File: src/rtl/shiftreg_digit.sv
// Digit-serial shift register: parallel load of a WIDTH-bit operand, emitted
// DIGIT bits per shift, LSB- or MSB-first, with remaining-digit tracking.
module shiftreg_digit #(
  parameter int WIDTH = 32,
  parameter int DIGIT = 1
) (
  input  logic             clk,
  input  logic             rstb,
  input  logic             ena,
  input  logic             clear,
  input  logic             load,
  input  logic             shift,
  input  logic             msb_first,
  input  logic [WIDTH-1:0] A,
  input  logic [DIGIT-1:0] din,
  output logic [DIGIT-1:0] dout,
  output logic [WIDTH-1:0] q,
  output logic             busy,
  output logic             last,
  output logic             done
);

  localparam int NDIG = WIDTH / DIGIT;
  localparam int CW   = $clog2(NDIG + 1);

  generate
    if (DIGIT < 1 || DIGIT > WIDTH || (WIDTH % DIGIT) != 0) begin : g_bad_params
      $error("shiftreg_digit: WIDTH must be a positive multiple of DIGIT");
    end
  endgenerate

  logic [WIDTH-1:0] sr_q;
  logic [WIDTH-1:0] sr_lsb_next;
  logic [WIDTH-1:0] sr_msb_next;
  logic [CW-1:0]    cnt_q;
  logic             dir_q;
  logic             done_q;

  // A single-digit operand has no bits left to keep, so a shift is a plain replace.
  generate
    if (DIGIT == WIDTH) begin : g_full
      assign sr_lsb_next = din;
      assign sr_msb_next = din;
    end else begin : g_part
      assign sr_lsb_next = {din, sr_q[WIDTH-1:DIGIT]};
      assign sr_msb_next = {sr_q[WIDTH-DIGIT-1:0], din};
    end
  endgenerate

  assign busy = (cnt_q != '0);
  assign last = busy && (cnt_q == CW'(1));
  assign q    = sr_q;
  assign dout = dir_q ? sr_q[WIDTH-1 -: DIGIT] : sr_q[DIGIT-1:0];
  assign done = done_q;

  always_ff @(posedge clk or negedge rstb) begin
    if (!rstb) begin
      sr_q   <= '0;
      cnt_q  <= '0;
      dir_q  <= 1'b0;
      done_q <= 1'b0;
    end else begin
      // NOTE: done defaults low every edge, outside the ena gate, so the pulse
      // self-clears even while the rest of the state is frozen.
      done_q <= 1'b0;
      if (ena) begin
        if (!clear) begin
          sr_q  <= '0;
          cnt_q <= '0;
          dir_q <= 1'b0;
        end else if (load) begin
          sr_q  <= A;
          cnt_q <= CW'(NDIG);
          dir_q <= msb_first;
        end else if (shift && busy) begin
          sr_q  <= dir_q ? sr_msb_next : sr_lsb_next;
          cnt_q <= cnt_q - CW'(1);
          if (cnt_q == CW'(1)) done_q <= 1'b1;
        end
      end
    end
  end

endmodule

File: config.mk
export PLATFORM = sky130hd
export DESIGN_NAME = shiftreg_digit
export DESIGN_NICKNAME = d
export VERILOG_FILES = /design/src/rtl/shiftreg_digit.sv
export SDC_FILE = /design/constraint.sdc
export NUM_CORES = 1
export LEC_CHECK = 0
export ABC_CLOCK_PERIOD_IN_PS = 4500
export CAP_MARGIN = 20
export CORE_MARGIN = 5
export CORE_UTILIZATION = 45
export CTS_BUF_LIST = sky130_fd_sc_hd__clkbuf_8
export DETAILED_ROUTE_END_ITERATION = 10
export GPL_ROUTABILITY_DRIVEN = 0
export GPL_TIMING_DRIVEN = 0
export PLACE_DENSITY = 0.81
export SLEW_MARGIN = 20
export SYNTH_ARGS = -nofsm -noshare
export SYNTH_HDL_FRONTEND = slang
export SYNTH_SLANG_ARGS = --single-unit
File: constraint.sdc
create_clock -name clk -period 4.5 [get_ports clk]
set_clock_uncertainty 0.1 [all_clocks]
set_input_delay 1.125 -clock clk [delete_from_list [all_inputs] [get_ports clk]]
set_output_delay 1.125 -clock clk [all_outputs]
set_load 0.05 [all_outputs]
==> impl_results.md <==
- Wire per inst: 17.3 um
- Fmax: roughly 0.28 GHz
- DP Area: 3280 um^2
- Yosys top cell by area: dfrtp_1
- Layout cells sized above 1: 0.132
- Detailed Place HPWL: between 4000 and 5000 um
- First-pass GRT wire length: 11100 um
- Clock Tree Buf Depth: 2
- Rel. slew slack: 0.654
- Detailed Route Iter0 Violations: 112
- Post-Place Cells: 380
- Die height: roughly 83 um
- Area growth, synth to finish: 39.3%
- Via-to-Cell Ratio: between 5 and 6
- CP Data Arrival Time: around 2400 ps
- Post-CTS Repair Setup Buffers: 0
- Main synth FF type: dfrtp_1
- Clock latency on the worst-skew pair: roughly 300 ps
- Critical Path RT: 3270 ps
- CTS Sinks: 40
- Layout fillers: ~420
- Minimum clock period: roughly 3600 ps
- R2r setup slk: roughly 2300 ps
- Row count: 26
- Cts hold-fix bufs: 0
- Max-Cap Viols: 0
- Initial Utilization: 0.468
- Final Instance Count excl. Fillers: 388
- Number of I/O pins: 76
- Number of global-route vias before repair: around 2200
- Switching Share: 0.391
- Die width: about 83 um
- DRT antenna net count: 0
- Worst setup SP type: register
- Leak: approximately 1.4 nW
- Seq cells post-synth: 40
- Post-Syn Area: ~2400 um^2
- Comb pwr share: 0.393
- Distinct cells, synth: 42
- Power Density: 345 nW/um^2
- Switching pwr: 455 uW
- Final worst path period share: 0.800
- Post-Syn Instances: 234
- WS Path Type: reg2out
- RSZ-0062 raised after global routing: false
- Area contributors post-synth: dfrtp_1 (41%), mux2i_1 (13%), a22o_1 (7.6%), nand2_1 (5.7%), o221ai_2 (5.0%)
- CTS H-tree lvls: 2
- Hold WC Path Type: reg2reg
- FFs w/ async S/R, synth: 1.00
- Synth top area share: 0.413
- Setup Viol. Count Final: 0
- Ant diodes: 0
- Syn_area_per_cell: about 10 um^2
- Post_cts resized: 0
- CTS buffer count: 5
- Fin. Hold Viols: 0
- Internal power: between 700 and 800 uW
- 1st-pass router iterations: 4
- Status: finished, final reports clean
- GRT Total Usage: 0.196
- Max VDD drop: roughly 0.18 mV
- Yosys Warn Count: 0
- Synthesized Nets: 277
- Sequential area share after synthesis: 0.413
- TritonCTS clock tree: yes
- Clk slew on worst S/H paths: around 80 ps
- Residual DRC: 0
- Flop pwr share: 0.383
- Die Area: 6950 um^2
- Grt total ovfl: 0
- Max FO, Critical Path: 5
- Largest net degree at the start of global routing: 33
- Port bufs: between 70 and 80
- Via count: ~2200
- Initial antenna violation count: 0
- Layout Nets: 360
- Worst Tran Pin Value: 518 ps
- Endpoint type of the worst setup path: output port
- Multi-input logic area: around 1300 um^2
- Post-route cell area: 3370 um^2
- Clk pwr share: 0.224
- Number of enable flip-flop cells after synthesis: 0
- Clock Root Buffer: clkbuf_8
- Core footprint: about 5200 um^2
- Fin. max-slew vios: 0
- FF+latch area: between 1000 and 1500 um^2
- DRT Wirelength: 6690 um
- Setup TNS: 0 ps
[worst max-delay path, stage by stage, from the launching register on]
cell	delay [ps]
dfrtp_1	460
inv_1	110
ha_1	290
nor2b_1	360
nand2_1	130
clkdlybuf4s50_1	720
[path summary, 6_finish.rpt]
| path | from | endpoint | cells after the start |
|---|---|---|---|
| setup / recovery | cnt_q[0] | busy | 5 |
| hold / removal | cnt_q[4] | cnt_q[4] | 1 |
| setup reg to reg | cnt_q[0] | q[14] | 6 |
| hold reg to reg | cnt_q[4] | cnt_q[4] | 1 |
| max in group asynchronous | rstb | q[1] | 2 |
| min in group asynchronous | rstb | q[18] | 1 |
[cell usage after synthesis, types with 3 or more instances]
| cell type | n |
|---|---|
| buf_2 | 6 |
| o221ai_1 | 4 |
| clkbuf_1 | 7 |
| ha_1 | 3 |
| inv_1 | 15 |
| nor2_1 | 4 |
| nand2_1 | 37 |
| mux2i_1 | 32 |
| a22o_1 | 21 |
| o221ai_2 | 8 |
| dfrtp_1 | 40 |
| o21ai_0 | 21 |
[power by group through the flow]
stage,registers [mW],logic [mW],clock network [mW]
6_report,0.445,0.457,0.261
5_1_grt,0.451,0.483,0.277
4_1_cts,0.444,0.460,0.265
3_5_place_dp,0.450,0.457,0
3_3_place_gp,0.449,0.447,0
2_1_floorplan,0.552,0.187,0
[per-stage QoR]
step | total power [mW] | util | hold WS [ps] | setup slack, ps
2_1_floorplan | 0.739 | - | 394 | 1730
3_3_place_gp | 0.896 | 0.630 | 407 | 1210
3_5_place_dp | 0.907 | 0.633 | 421 | 1290
5_1_grt | 1.21 | 0.652 | 472 | 859
4_1_cts | 1.17 | 0.652 | 440 | 906
6_report | 1.16 | 0.652 | 434 | 901
[kinds of logic after synthesis]
| logic type | share of synthesized area |
|---|---|
| adder cells (fa/ha/maj) | 0.0155 |
| buffers and inverters | 0.0620 |
| AND/OR/NAND/NOR | 0.119 |
| AO/OA/AOI/OAI | 0.239 |
| multiplexers | 0.151 |
| flip-flops | 0.413 |
[state kept, by name, summed over array words and instances, names as in the netlist]
register	flops
q	32
cnt_q	6
dir_q	1
done	1
[placed cells by master (no fill, tap or decap), drive strengths merged, types with 2 or more instances in the layout]
| master | synthesis | routed |
|---|---|---|
| nand3 | 2 | 2 |
| buf | 10 | 12 |
| o211ai | 3 | 3 |
| o211a | 2 | 2 |
| dfrtp | 40 | 40 |
| nor2 | 4 | 4 |
| inv | 15 | 15 |
| a22o | 21 | 21 |
| nor3 | 2 | 2 |
| o21ai | 21 | 21 |
| clkdlybuf4s50 | 0 | 74 |
| o22ai | 2 | 2 |
| mux2i | 33 | 33 |
| ha | 3 | 3 |
| clkinvlp | 0 | 2 |
| clkbuf | 7 | 13 |
| nand2 | 37 | 37 |
| or3 | 2 | 2 |
| nand3b | 2 | 2 |
| mux2 | 2 | 2 |
| o221ai | 12 | 12 |
[per-layer routing]
| layer | track usage | up-vias | wire length (um) | part of all wire |
|---|---|---|---|---|
| met5 | 0 | - | 0 | 0 |
| met4 | 0.0817 | 0 | 154 | 0.023 |
| met3 | 0.0406 | 13 | 360 | 0.054 |
| met2 | 0.312 | 79 | 3260 | 0.49 |
| met1 | 0.258 | 1062 | 2920 | 0.44 |
| li1 | - | 1021 | - | - |
[cell type report]
class,count,share of cell area
Inverter,15,0.0167
Clock buffer,6,0.0245
Sequential cell,40,0.297
Multi-Input combinational cell,162,0.377
Tap cell,70,0.0260
Buffer,17,0.0278
Timing Repair Buffer,76,0.227
Clock inverter,2,0.00445
Note: power is estimated with default switching activity, not from simulation.
